[config.mk]
export PLATFORM = sky130hd
export DESIGN_NAME = change_dispenser
export DESIGN_NICKNAME = d
export VERILOG_FILES = /design/src/rtl/vend_pkg.sv /design/src/rtl/denom_select.sv /design/src/rtl/change_dispenser.sv
export SDC_FILE = /design/constraint.sdc
export NUM_CORES = 1
export LEC_CHECK = 0
export BUFFER_PORTS_ARGS = -buffer_cell sky130_fd_sc_hd__buf_2
export CORE_ASPECT_RATIO = 0.7
export CORE_UTILIZATION = 25
export DETAILED_ROUTE_END_ITERATION = 8
export GPL_TIMING_DRIVEN = 0
export SYNTH_ARGS = -nofsm -noshare
export SYNTH_HDL_FRONTEND = slang
export SYNTH_SLANG_ARGS = --single-unit
[constraint.sdc]
create_clock -name sys_clk -period 6.2 [get_ports sys_clk]
set_clock_uncertainty 0.05 [all_clocks]
set_input_delay 1.24 -clock sys_clk [delete_from_list [all_inputs] [get_ports sys_clk]]
set_output_delay 1.24 -clock sys_clk [all_outputs]
set_load 0.02 [all_outputs]
[src/rtl/vend_pkg.sv]
// Shared vending definitions: note values, dispenser state encoding and the
// denomination code also used by the controller's note-intake decode.
package vend_pkg;

    localparam int unsigned DEN_1  = 1;
    localparam int unsigned DEN_5  = 5;
    localparam int unsigned DEN_10 = 10;
    localparam int unsigned DEN_20 = 20;
    localparam int unsigned DEN_50 = 50;

    // One-hot dispenser states.
    typedef enum logic [4:0] {
        ST_IDLE   = 5'b00001,
        ST_SELECT = 5'b00010,
        ST_ISSUE  = 5'b00100,
        ST_GAP    = 5'b01000,
        ST_DONE   = 5'b10000
    } disp_state_e;

    typedef enum logic [2:0] {
        DC_NONE   = 3'd0,
        DC_ONE    = 3'd1,
        DC_FIVE   = 3'd2,
        DC_TEN    = 3'd3,
        DC_TWENTY = 3'd4,
        DC_FIFTY  = 3'd5
    } denom_e;

    function automatic int unsigned denom_value(denom_e code);
        int unsigned val;
        val = 0;
        case (code)
            DC_ONE:    val = DEN_1;
            DC_FIVE:   val = DEN_5;
            DC_TEN:    val = DEN_10;
            DC_TWENTY: val = DEN_20;
            DC_FIFTY:  val = DEN_50;
            default:   val = 0;
        endcase
        return val;
    endfunction

endpackage

[src/rtl/denom_select.sv]
// Greedy largest-first denomination picker: the biggest note that does not
// exceed the amount still owed. Purely combinational.
module denom_select
    import vend_pkg::*;
#(
    parameter int unsigned AMT_W = 8
) (
    input  logic [AMT_W-1:0] remaining,
    output denom_e           code,
    output logic [AMT_W-1:0] value
);

    always_comb begin
        code = DC_NONE;
        if (remaining >= AMT_W'(DEN_50)) begin
            code = DC_FIFTY;
        end else if (remaining >= AMT_W'(DEN_20)) begin
            code = DC_TWENTY;
        end else if (remaining >= AMT_W'(DEN_10)) begin
            code = DC_TEN;
        end else if (remaining >= AMT_W'(DEN_5)) begin
            code = DC_FIVE;
        end else if (remaining >= AMT_W'(DEN_1)) begin
            code = DC_ONE;
        end
    end

    assign value = AMT_W'(denom_value(code));

endmodule

[src/rtl/change_dispenser.sv]
// Change dispenser: pays out an amount as single-cycle note pulses, largest
// note first, either self-paced or one note per step pulse.
module change_dispenser
    import vend_pkg::*;
#(
    parameter int unsigned PACE_CYCLES = 4,
    parameter int unsigned AMT_W       = 8
) (
    input  logic             sys_clk,
    input  logic             sys_rst,
    input  logic             load,
    input  logic [AMT_W-1:0] amount,
    input  logic             auto_mode,
    input  logic             step,
    input  logic             abort,
    output logic             note_fifty,
    output logic             note_twenty,
    output logic             note_ten,
    output logic             note_five,
    output logic             note_one,
    output logic [AMT_W-1:0] remaining,
    output logic [7:0]       notes_out,
    output logic             busy,
    output logic             done
);

    disp_state_e      state;
    logic [7:0]       gap_cnt;
    denom_e           sel_code;
    logic [AMT_W-1:0] sel_value;

    denom_select #(
        .AMT_W(AMT_W)
    ) u_denom_select (
        .remaining(remaining),
        .code     (sel_code),
        .value    (sel_value)
    );

    always_ff @(posedge sys_clk) begin
        if (sys_rst) begin
            state       <= ST_IDLE;
            gap_cnt     <= 8'd0;
            remaining   <= '0;
            notes_out   <= 8'd0;
            busy        <= 1'b0;
            done        <= 1'b0;
            note_fifty  <= 1'b0;
            note_twenty <= 1'b0;
            note_ten    <= 1'b0;
            note_five   <= 1'b0;
            note_one    <= 1'b0;
        end else begin
            done        <= 1'b0;
            note_fifty  <= 1'b0;
            note_twenty <= 1'b0;
            note_ten    <= 1'b0;
            note_five   <= 1'b0;
            note_one    <= 1'b0;

            unique case (state)
                ST_IDLE: begin
                    if (load) begin
                        remaining <= amount;
                        notes_out <= 8'd0;
                        if (amount != '0) begin
                            state <= ST_SELECT;
                            busy  <= 1'b1;
                        end else begin
                            state <= ST_DONE;
                            done  <= 1'b1;
                        end
                    end
                end
                ST_SELECT: begin
                    if (abort) begin
                        state <= ST_IDLE;
                        busy  <= 1'b0;
                    end else if (auto_mode || step) begin
                        // Note lines are registered so the pulse coincides with ISSUE.
                        state       <= ST_ISSUE;
                        note_fifty  <= (sel_code == DC_FIFTY);
                        note_twenty <= (sel_code == DC_TWENTY);
                        note_ten    <= (sel_code == DC_TEN);
                        note_five   <= (sel_code == DC_FIVE);
                        note_one    <= (sel_code == DC_ONE);
                    end
                end
                ST_ISSUE: begin
                    remaining <= remaining - sel_value;
                    if (notes_out != 8'hFF) begin
                        notes_out <= notes_out + 8'd1;
                    end
                    if (abort) begin
                        state <= ST_IDLE;
                        busy  <= 1'b0;
                    end else begin
                        state   <= ST_GAP;
                        gap_cnt <= 8'(PACE_CYCLES - 1);
                    end
                end
                ST_GAP: begin
                    if (abort) begin
                        state <= ST_IDLE;
                        busy  <= 1'b0;
                    end else if (gap_cnt == 8'd0) begin
                        if (remaining != '0) begin
                            state <= ST_SELECT;
                        end else begin
                            state <= ST_DONE;
                            busy  <= 1'b0;
                            done  <= 1'b1;
                        end
                    end else begin
                        gap_cnt <= gap_cnt - 8'd1;
                    end
                end
                ST_DONE: begin
                    state <= ST_IDLE;
                end
                default: begin
                    state <= ST_IDLE;
                    busy  <= 1'b0;
                end
            endcase
        end
    end

endmodule

==> results by group, run 1 <==
Pwr
  • Switch Pwr: 0.0003942 W
  • Power density over cell area: 360.6 nW/um^2
  • Internal power: 0.0006042 W
  • Lkg Pwr: 1.094 nW
  • Pwr Total: 0.0009984 W
  • Clk network pwr share: 25.5%
  • Sw frac: 39.48%
  • Combinational Power Share: 45.5%
  • Maximum VDD drop: 0.1040 mV
  • Sequential share of power: 29.0%

Critical path
  • Worst EP arrival: 3.11 ns
  • WP data required: 6.29 ns
  • CP endpoint: remaining[6]
  • CP endpoint kind: flip-flop
  • Flop2flop setup slack: 3.18 ns
  • R2r worst-path depth: 12
  • Reg2Reg Launch Point: remaining[4]
  • Critical setup path kind: reg -> reg
  • CP startpoint: remaining[4]
  • Launching element type of the critical path: flip-flop
  • Worst-path fanout max: 9
  • Reg2reg end: remaining[6]

Die
  • Die Wd: 116.4 um
  • Core footprint: 8653 sq um
  • Die H: 82.07 um
  • Initial Utilization: 26.46%
  • I/O pin count: 37
  • Row count: 28
  • Die area: 9552 sq um

Route
  • Drt wl/cell: 13.58 um
  • Post-Route WL: 5892 um
  • Residual DRC: 0
  • Final ANT Viol Nets: 0
  • Vias per cell: 4.961
  • Via Count: 2153
  • DR pass1 iterations: 4
  • Initial DRC Count: 90

Placed design
  • IO Port Bufs: 36
  • Inst Count DP: 426
  • Placed instance area: 2620 sq um
  • HPWL Detailed: 4599 um
  • Gpl congestion: 0.8463

STA
  • Setup TNS Final: 0 ns
  • Worst-margin pin slew: 0.7580 ns
  • Final-report setup violation count: 0
  • Max-slew headroom: 48.76%
  • Fin crit period: 3.015 ns
  • Final hold vios: 0
  • Hold slack: 0.4472 ns
  • Pins Over Slew Limit: 0
  • Fin crit share: 48.63%
  • F_max: 331.6 MHz
  • RSZ-0062 raised after global routing: false

Synth
  • Cell taking the most area after synthesis: dfxtp_1
  • Synth top cells by count: 36 x dfxtp_1, 35 x nor2_1, 20 x a21oi_1
  • Largest cells by area after synthesis: dfxtp_1 31%, nor2_1 5.7%, ha_1 4.9%, a21oi_1 4.4%, xnor2_1 2.7%
  • Top-count cell post-synth: dfxtp_1
  • Post-synth EDFFs: 0
  • Post-synth top area share: 31.48%
  • Synth Net Count: 294
  • Ys flop type: dfxtp_1
  • Sequential area share after synthesis: 31.48%
  • Async S/R FF share, synth: 0%
  • Mapped Area: 2290 sq um
  • Synth warnings: 0
  • Synthesized flop and latch total: 36
  • Number of cells produced by synthesis: 270
  • Synth unique cells: 61
  • Synthesized area per cell: 8.480 sq um

Clocking
  • Cts repair resizes: 0
  • Hold Buf Count CTS: 0
  • CTS tree: built
  • # H-tree levels: 2
  • Setup bufs post-CTS: 0
  • Root Driver: clkbuf_16
  • Max clock buf depth: 2
  • Worst-Skew Late Latency: 0.28 ns
  • Clock sinks: 36
  • Cts bufs inserted: 5
  • Clock slew at reported path FFs: 0.06 ns

Global route
  • Total GRT Usage: 13.08%
  • Grt ovf: 0
  • Largest net degree at the start of global routing: 12
  • First-pass GRT wire length: 9425 um
  • Vias in the first global route: 1817
  • Initial antenna violation count: 0

Status
  • Status: finished, final reports clean

Layout
  • Layout cells sized above 1: 22.61%
  • Final net count: 337
  • Area Overhead vs Synth: 20.93%
  • N_diodes: 0
  • Final non-filler cell total: 434
  • Final Cell Area: 2769 sq um

Min path
  • Hold crit path type: reg -> reg

Job
  • Max Cap Viol: 0
## cell families (layout without fill, tap and decap cells)
family | after synthesis | in the layout | share of synthesized area, %
flops | 36 | 36 | 31.48
xor+xnor | 12 | 12 | 4.590
mux | 2 | 2 | 0.9289
buf+inv | 23 | 67 | 5.464
fa+ha+maj | 10 | 10 | 5.792
simple gates | 116 | 116 | 29.62
compound gates | 71 | 71 | 22.13
## per-layer routing
layer | routed length, um | part of all wire, % | GRT usage, %
met1 | 3170 | 54 | 20.13
met2 | 2307 | 39 | 17.40
met3 | 387 | 6.6 | 3.838
met4 | 26 | 0.44 | 2.308
met5 | 0 | 0 | 0
## power groups by stage
| stage | Sequential [W] | Clock (W) | Combinational, W |
|---|---|---|---|
| floorplan | 0.000308 | 0 | 0.000332 |
| global placement | 0.000293 | 0 | 0.000444 |
| detailed placement | 0.000294 | 0 | 0.000448 |
| CTS | 0.000289 | 0.000262 | 0.000451 |
| global route | 0.000294 | 0.000273 | 0.000503 |
| finish | 0.000289 | 0.000255 | 0.000454 |
## registers in the layout, summed over array words and instances (netlist names)
signal	flops
note_ten	1
note_fifty	1
note_five	1
notes_out	8
note_twenty	1
note_one	1
state	5
done	1
remaining	8
gap_cnt	8
busy	1
## worst min path at each step
stage | depth (start not counted) | to | startpoint
after global routing | 2 | gap_cnt[7] | gap_cnt[7]
after detailed placement | 2 | gap_cnt[7] | gap_cnt[7]
final | 2 | gap_cnt[7] | gap_cnt[7]
after global placement | 2 | gap_cnt[7] | gap_cnt[7]
after CTS | 2 | gap_cnt[7] | gap_cnt[7]
after floorplan | 2 | gap_cnt[7] | gap_cnt[7]
## layout by cell type (no fill, tap or decap), types with 8 or more instances in the layout
cell      n
a21oi_1  20
buf_2    40
dfxtp_1  36
ha_1      9
inv_1    10
nand2_1  15
nand3_1  10
nor2_1   35
nor3_1   11
o21ai_0  11
or3_1     8
## cell type report
cell class,instances,area (sq um)
tap,120,150.1
multi-input combinational,211,1444
clock inverter,2,10.01
sequential,36,720.7
inverter,10,37.54
clock buffer,6,138.9
fill,922,5884
timing repair buffer,36,180.2
buffer,13,87.58
## through the flow
stage	util, %	setup WS, ns
finish	32.00	3.185
floorplan	-	3.349
global placement	30.28	3.242
global route	32.00	2.969
CTS	32.00	3.196
detailed placement	30.28	3.201
## worst max-delay path: stages (launching register included)
cell and delay, ns:
dfxtp_1 0.32, buf_2 0.17, or4_1 0.49, buf_2 0.18, nor2_1 0.12, ha_1 0.19
inv_1 0.06, fa_1 0.41, a211oi_1 0.31, o21bai_1 0.11, a21oi_1 0.19, mux2i_1 0.19
a21oi_1 0.07
No activity file was read; power rests on OpenSTA's default activity.
==> inputs of run 2 (changes only) <==
--- a/config.mk
+++ b/config.mk
@@ -5,6 +5,7 @@
 export SDC_FILE = /design/constraint.sdc
 export NUM_CORES = 1
 export LEC_CHECK = 0
+export ABC_AREA = 1
 export BUFFER_PORTS_ARGS = -buffer_cell sky130_fd_sc_hd__buf_2
 export CORE_ASPECT_RATIO = 0.7
 export CORE_UTILIZATION = 25
==> constraint.sdc (replaced) <==
create_clock -name sys_clk -period 2.5 [get_ports sys_clk]
set_clock_uncertainty 0.05 [all_clocks]
set_input_delay 0.5 -clock sys_clk [delete_from_list [all_inputs] [get_ports sys_clk]]
set_output_delay 0.5 -clock sys_clk [all_outputs]
set_load 0.02 [all_outputs]
==> run 2 against run 1 <==
Power rose by 140%. Via count rose by 13%. Sequential cell count did not move.
==> results by group, run 2 <==
Status
  • Status: finished, final reports clean (unchanged)

Layout
  • Final non-filler cell total: 536 (was 434)
  • Largest regs: gap_cnt x8, notes_out x8, remaining x8 (unchanged)
  • Commonest non-fill, non-tap cell in the layout: nand2_1 (was buf_2)
  • Most frequent cells in the layout: 79 x nand2_1, 47 x nor2_1, 46 x inv_1 (was 40 x buf_2, 36 x dfxtp_1, 35 x nor2_1)
  • Layout cells sized above 1: 26.94% (was 22.61%)
  • Final net count: 436 (was 337)
  • N_diodes: 0 (unchanged)
  • Area Overhead vs Synth: 25.73% (was 20.93%)

Clocking
  • Clock slew at reported path FFs: 0.06 ns (about the same)
  • Root Driver: clkbuf_16 (unchanged)
  • Max clock buf depth: 2 (unchanged)
  • Clock sinks: 36 (unchanged)
  • Cts bufs inserted: 5 (unchanged)
  • # H-tree levels: 2 (unchanged)
  • CTS tree: built (unchanged)
  • Worst-Skew Late Latency: 0.28 ns (about the same)

Pwr
  • Lkg Pwr: 1.425 nW (was 1.094 nW)
  • Maximum VDD drop: 0.3614 mV (was 0.1040 mV)
  • Power density over cell area: 802.7 nW/um^2 (was 360.6 nW/um^2)

Critical path
  • CP max stage delay: 0.37 ns (was 0.49 ns)
  • CP max-delay cell: fa_2 (was or4_1)
  • Worst EP arrival: 2.57 ns (was 3.11 ns)
  • Worst-path fanout max: 5 (was 9)
  • Launching element type of the critical path: flip-flop (unchanged)
  • CP cell instances: nor2_4 > o21ai_1 > nor2_2 > buf_4 > nand3_2 > nand2_2 > ha_2 > inv_1 > fa_2 > a21oi_2 > xor2_1 > nand2_1 > nand3_1 > nand2_1 > inv_1 (was buf_2 > or4_1 > buf_2 > nor2_1 > ha_1 > inv_1 > fa_1 > a211oi_1 > o21bai_1 > a21oi_1 > mux2i_1 > a21oi_1)
  • WP data required: 2.67 ns (was 6.29 ns)
  • Critical setup path kind: reg -> reg (unchanged)
  • CP endpoint kind: flip-flop (unchanged)

Route
  • Final ANT Viol Nets: 0 (unchanged)
  • Met2 Routed Length: 2727 um (was 2307 um)
  • Routed length on met1: 3391 um (was 3170 um)
  • Top Metal Used: met4 (unchanged)
  • Drt wl/cell: 12.32 um (was 13.58 um)
  • Post-Route WL: 6601 um (was 5892 um)
  • Residual DRC: 0 (unchanged)
  • Vias per cell: 4.530 (was 4.961)
  • Initial DRC Count: 138 (was 90)
  • Wire length on met3: 416 um (was 387 um)
  • DR pass1 iterations: 5 (was 4)
  • Via Count: 2428 (was 2153)

Job
  • Max Cap Viol: 0 (unchanged)

Placed design
  • HPWL Detailed: 4892 um (was 4599 um)
  • Gpl congestion: 0.8774 (was 0.8463)
  • IO Port Bufs: 35 (was 36)
  • Inst Count DP: 520 (was 426)

Die
  • I/O pin count: 37 (unchanged)
  • Die H: 83.85 um (was 82.07 um)
  • Die area: 9971 sq um (was 9552 sq um)
  • Core footprint: 9180 sq um (was 8653 sq um)
  • Die Wd: 118.9 um (was 116.4 um)
  • Row count: 29 (was 28)
  • Initial Utilization: 26.06% (was 26.46%)

STA
  • F_max: 417.2 MHz (was 331.6 MHz)
  • Fin crit period: 2.397 ns (was 3.015 ns)
  • Max-slew headroom: 54.26% (was 48.76%)
  • Fin crit share: 95.87% (was 48.63%)
  • Hold slack: 0.4333 ns (was 0.4472 ns)
  • Worst-margin pin slew: 0.6860 ns (was 0.7580 ns)
  • Final-report setup violation count: 0 (unchanged)
  • Pins Over Slew Limit: 0 (unchanged)
  • Setup TNS Final: 0 ns (unchanged)
  • Final hold vios: 0 (unchanged)

Synth
  • Mapped Area: 2392 sq um (was 2290 sq um)
  • Async S/R FF share, synth: 0% (unchanged)
  • Post-synth top area share: 30.13% (was 31.48%)
  • Number of cells produced by synthesis: 361 (was 270)
  • Synth warnings: 0 (unchanged)
  • Synth top cells by count: 84 x nand2_1, 50 x nor2_1, 47 x inv_1 (was 36 x dfxtp_1, 35 x nor2_1, 20 x a21oi_1)
  • Synth Net Count: 385 (was 294)
  • Ys flop type: dfxtp_1 (unchanged)
  • Top-count cell post-synth: nand2_1 (was dfxtp_1)
  • Synth unique cells: 37 (was 61)
  • Post-synth EDFFs: 0 (unchanged)
  • Sequential area share after synthesis: 30.13% (was 31.48%)
  • Largest cells by area after synthesis: dfxtp_1 30%, nand2_1 13%, nor2_1 7.8%, inv_1 7.4%, nand3_1 6.1% (was dfxtp_1 31%, nor2_1 5.7%, ha_1 4.9%, a21oi_1 4.4%, xnor2_1 2.7%)
  • Synthesized flop and latch total: 36 (unchanged)
  • Synthesized area per cell: 6.627 sq um (was 8.480 sq um)
  • Cell taking the most area after synthesis: dfxtp_1 (unchanged)

Global route
  • Total GRT Usage: 13.43% (was 13.08%)
  • Largest net degree at the start of global routing: 11 (was 12)
  • Vias in the first global route: 2091 (was 1817)
  • Initial antenna violation count: 0 (unchanged)
  • Grt ovf: 0 (unchanged)
  • First-pass GRT wire length: 10580 um (was 9425 um)

Min path
  • Hold crit path type: in -> reg (was reg -> reg)
## run 2: routing by layer
layer	vias to the layer above	global-route usage, %
met4	0	3.797
met2	78	18.23
li1	1260	-
met3	7	2.391
met5	-	0
met1	1083	20.95
## run 2: worst paths after layout
path | slack, ns | end | start | cells past startpoint
setup reg to reg | 0.10 | remaining[4] | remaining[3] | 15
hold / removal | 0.43 | state[0] | abort | 3
hold reg to reg | 0.45 | gap_cnt[7] | gap_cnt[7] | 2
setup / recovery | 0.10 | remaining[4] | remaining[3] | 15
## run 2: cell type report
| class | instances | area [sq um] |
|---|---|---|
| inverter | 55 | 221.5 |
| tap | 124 | 155.1 |
| buffer | 4 | 18.77 |
| multi-input combinational | 266 | 1500 |
| fill | 993 | 6172 |
| clock inverter | 1 | 5.005 |
| timing repair buffer | 44 | 242.7 |
| sequential | 36 | 735.7 |
| clock buffer | 6 | 128.9 |
## run 2: timing repair
action                                  4_1_cts  5_1_grt
endpoints found under the setup margin        7        7
resized for setup                            13       15
pin swaps                                     4        7
setup buffers                                 3        6
hold buffers                                  0        0
## run 2: logic make-up after synthesis
kind of cell             share of synthesized area [%]
AND/OR/NAND/NOR                                  41.11
buffers and inverters                            10.04
adder cells (fa/ha/maj)                          5.544
flip-flops                                       30.13
XOR/XNOR                                         2.929
AO/OA/AOI/OAI                                    10.25
## run 2: critical path, delay by kind of cell, from the launching register on
family	cells	cell delay, ns
AOI/OAI and AO/OA	2	0.23
xor gates and xnor gates	1	0.17
adders and majority gates	2	0.53
buffers and inverters	3	0.29
DFF	1	0.36
and+or+nand+nor	7	0.73
## run 2: report_power, final
part | total [W] | leakage [nW] | switching, W | internal, W
sequential | 0.000682 | 0.296 | 0.0000635 | 0.000618
clock | 0.000601 | 0.0667 | 0.000239 | 0.000362
combinational | 0.00113 | 1.06 | 0.000689 | 0.000442
## run 2: metrics by stage
step | power [W] | setup WS [ns] | instance area, sq um | util, %
after floorplan | 0.001410 | 0.02225 | 2394 | -
after global placement | 0.001620 | -0.2910 | 2724 | 29.67
after detailed placement | 0.001634 | -0.3431 | 2724 | 29.67
after CTS | 0.002313 | 0.02555 | 2922 | 31.83
after global routing | 0.002581 | -0.02437 | 3008 | 32.77
final | 0.002415 | 0.1033 | 3008 | 32.77
==> inputs of run 3 (changes only) <==
--- a/config.mk
+++ b/config.mk
@@ -11,6 +11,7 @@
 export CORE_UTILIZATION = 25
 export DETAILED_ROUTE_END_ITERATION = 8
 export GPL_TIMING_DRIVEN = 0
+export PLACE_DENSITY = 0.52
 export SYNTH_ARGS = -nofsm -noshare
 export SYNTH_HDL_FRONTEND = slang
 export SYNTH_SLANG_ARGS = --single-unit
==> run 3 against run 2 <==
Critical path depth rose by 1. First-iteration DRC count fell by 21%. Non-clock buffer count is 1 higher. Core utilization rose by 0.29 points. Global-route usage grew 0.060 points. Combinational power is essentially flat. Cell count grew 0.19%. Sequential cell count did not move. Routed wire length down 3.6%. Via count is 2.4% lower. Clock power increased by 9.5%. Critical endpoint is now remaining[7].
==> results by group, run 3 (same netlist as run 2, synthesis figures left out) <==
Layout
  • Final Cell Area: 3034 sq um (was 3008 sq um)
  • Area Overhead vs Synth: 26.83% (was 25.73%)
  • Fillers: 1009 (was 993)
  • Commonest non-fill, non-tap cell in the layout: nand2_1 (unchanged)
  • Largest regs: gap_cnt x8, notes_out x8, remaining x8 (unchanged)
  • Multi-input combinational cell area: 1499 sq um (was 1500 sq um)
  • Layout cells sized above 1: 27.36% (was 26.94%)
  • N_diodes: 0 (unchanged)
  • Sequential Area: 737.0 sq um (was 735.7 sq um)
  • Most frequent cells in the layout: 80 x nand2_1, 47 x nor2_1, 46 x inv_1 (was 79 x nand2_1, 47 x nor2_1, 46 x inv_1)
  • Final net count: 437 (was 436)

Placed design
  • HPWL Detailed: 4917 um (was 4892 um)
  • Gpl congestion: 0.8365 (was 0.8774)
  • IO Port Bufs: 35 (unchanged)
  • Post-Place Setup Slack: -0.2779 ns (was -0.3431 ns)
  • Placed instance area: 2724 sq um (unchanged)

Clocking
  • Clock slew at reported path FFs: 0.05 ns (was 0.06 ns)
  • Worst-Skew Late Latency: 0.29 ns (was 0.28 ns)
  • Cts bufs inserted: 5 (unchanged)
  • Clock sinks: 36 (unchanged)
  • Max clock buf depth: 2 (unchanged)
  • Hold Buf Count CTS: 0 (unchanged)
  • Root Driver: clkbuf_16 (unchanged)
  • # H-tree levels: 2 (unchanged)
  • CTS tree: built (unchanged)

Status
  • Status: finished, final reports clean (unchanged)

Pwr
  • Power density over cell area: 815.9 nW/um^2 (was 802.7 nW/um^2)
  • Lkg Pwr: 1.440 nW (was 1.425 nW)
  • Maximum VDD drop: 0.2758 mV (was 0.3614 mV)

Global route
  • First-pass GRT wire length: 10460 um (was 10580 um)
  • Grt ovf: 0 (unchanged)
  • Initial antenna violation count: 0 (unchanged)
  • Largest net degree at the start of global routing: 11 (unchanged)
  • Total GRT Usage: 13.49% (was 13.43%)
  • Vias in the first global route: 2053 (was 2091)

Route
  • Residual DRC: 0 (unchanged)
  • DR pass1 iterations: 4 (was 5)
  • Post-Route WL: 6364 um (was 6601 um)
  • Final ANT Viol Nets: 0 (unchanged)
  • Drt wl/cell: 11.85 um (was 12.32 um)
  • Vias per cell: 4.413 (was 4.530)
  • Initial DRC Count: 109 (was 138)
  • Via Count: 2370 (was 2428)

Critical path
  • CP Buf/Inv Count: 2 (was 3)
  • Worst-path fanout max: 5 (unchanged)
  • Reg2Reg Launch Point: remaining[3] (unchanged)
  • CP endpoint kind: flip-flop (unchanged)
  • CP max stage delay: 0.36 ns (was 0.37 ns)
  • CP startpoint: remaining[3] (unchanged)
  • Crit path top cell by count: nand2_1
  • CP cell instances: nor2_4 > o21ai_0 > nor2_2 > nand3_2 > nand2_2 > inv_2 > buf_4 > nand2_1 > ha_1 > or2_2 > nand3_1 > nand2_1 > nand2_1 > nand3_1 > nand2_1 > a21oi_1 (was nor2_4 > o21ai_1 > nor2_2 > buf_4 > nand3_2 > nand2_2 > ha_2 > inv_1 > fa_2 > a21oi_2 > xor2_1 > nand2_1 > nand3_1 > nand2_1 > inv_1)
  • Worst EP arrival: 2.53 ns (was 2.57 ns)
  • Critical setup path kind: reg -> reg (unchanged)
  • CP max-delay cell: dfxtp_4 (was fa_2)
  • WP data required: 2.60 ns (was 2.67 ns)
  • CP top delay family: simple AND/OR/NAND/NOR gates (unchanged)
  • Launching element type of the critical path: flip-flop (unchanged)

Min path
  • Hold path start: abort (unchanged)
  • Hold crit path type: in -> reg (unchanged)

Job
  • Max Cap Viol: 0 (unchanged)

STA
  • Final WS setup: 0.06478 ns (was 0.1033 ns)
  • Final hold vios: 0 (unchanged)
  • Fin crit period: 2.435 ns (was 2.397 ns)
  • Pins Over Slew Limit: 0 (unchanged)
  • F_max: 410.6 MHz (was 417.2 MHz)
  • Max-slew headroom: 56.60% (was 54.26%)
  • Fin crit share: 97.41% (was 95.87%)
  • Worst-margin pin slew: 0.6510 ns (was 0.6860 ns)
  • Final-report setup violation count: 0 (unchanged)

Die
  • Die Wd: 118.9 um (unchanged)
  • Row count: 29 (unchanged)
  • Initial Utilization: 26.06% (unchanged)
  • I/O pin count: 37 (unchanged)
  • Core footprint: 9180 sq um (unchanged)
  • Die area: 9971 sq um (unchanged)
  • Die H: 83.85 um (unchanged)
run 3: timing repair:
action	CTS	global route
endpoints found under the setup margin	7	7
gates cloned	0	0
gates resized for setup	12	15
pin swaps	1	8
buffers inserted	2	8
run 3: layout make-up:
class | count | area share (%)
buffer | 4 | 0.6186
clock buffer | 7 | 5.031
inverter | 55 | 7.299
multi-input combinational | 266 | 49.40
sequential | 36 | 24.29
tap | 124 | 5.113
timing repair buffer | 45 | 8.247
run 3: worst paths after layout:
check / end / slack, ns / cells after the start
max: remaining[7] / 0.06 / 16
min: state[0] / 0.42 / 3
max reg2reg: remaining[7] / 0.06 / 16
min reg2reg: gap_cnt[7] / 0.45 / 2
run 3: per-layer routing:
layer	wire length (um)	track usage, %
met3	321	4.440
met5	0	0
met4	57	3.107
met2	2532	18.13
met1	3452	20.23
run 3: through the flow:
| step | hold slack, ns | utilization, % | setup TNS, ns | cells | power, W |
|---|---|---|---|---|---|
| floorplan | 0.4189 | - | 0 | 361 | 0.001410 |
| global placement | 0.4323 | 29.67 | -0.8054 | 520 | 0.001631 |
| detailed placement | 0.4391 | 29.67 | -0.8052 | 520 | 0.001638 |
| CTS | 0.4136 | 31.91 | 0 | 529 | 0.002363 |
| global route | 0.4292 | 33.05 | -0.1734 | 537 | 0.002657 |
| finish | 0.4228 | 33.05 | 0 | 537 | 0.002476 |
run 3: tightest hold or removal path, delay by kind of cell:
kind | cells | cell delay, ns
and+or+nand+nor | 2 | 0.12
buffers and inverters | 1 | 0.10
run 3: report_power, final:
part / switching (W) / internal (W)
clock: 0.000240 / 0.000418
sequential: 0.0000652 / 0.000621
combinational: 0.000684 / 0.000448
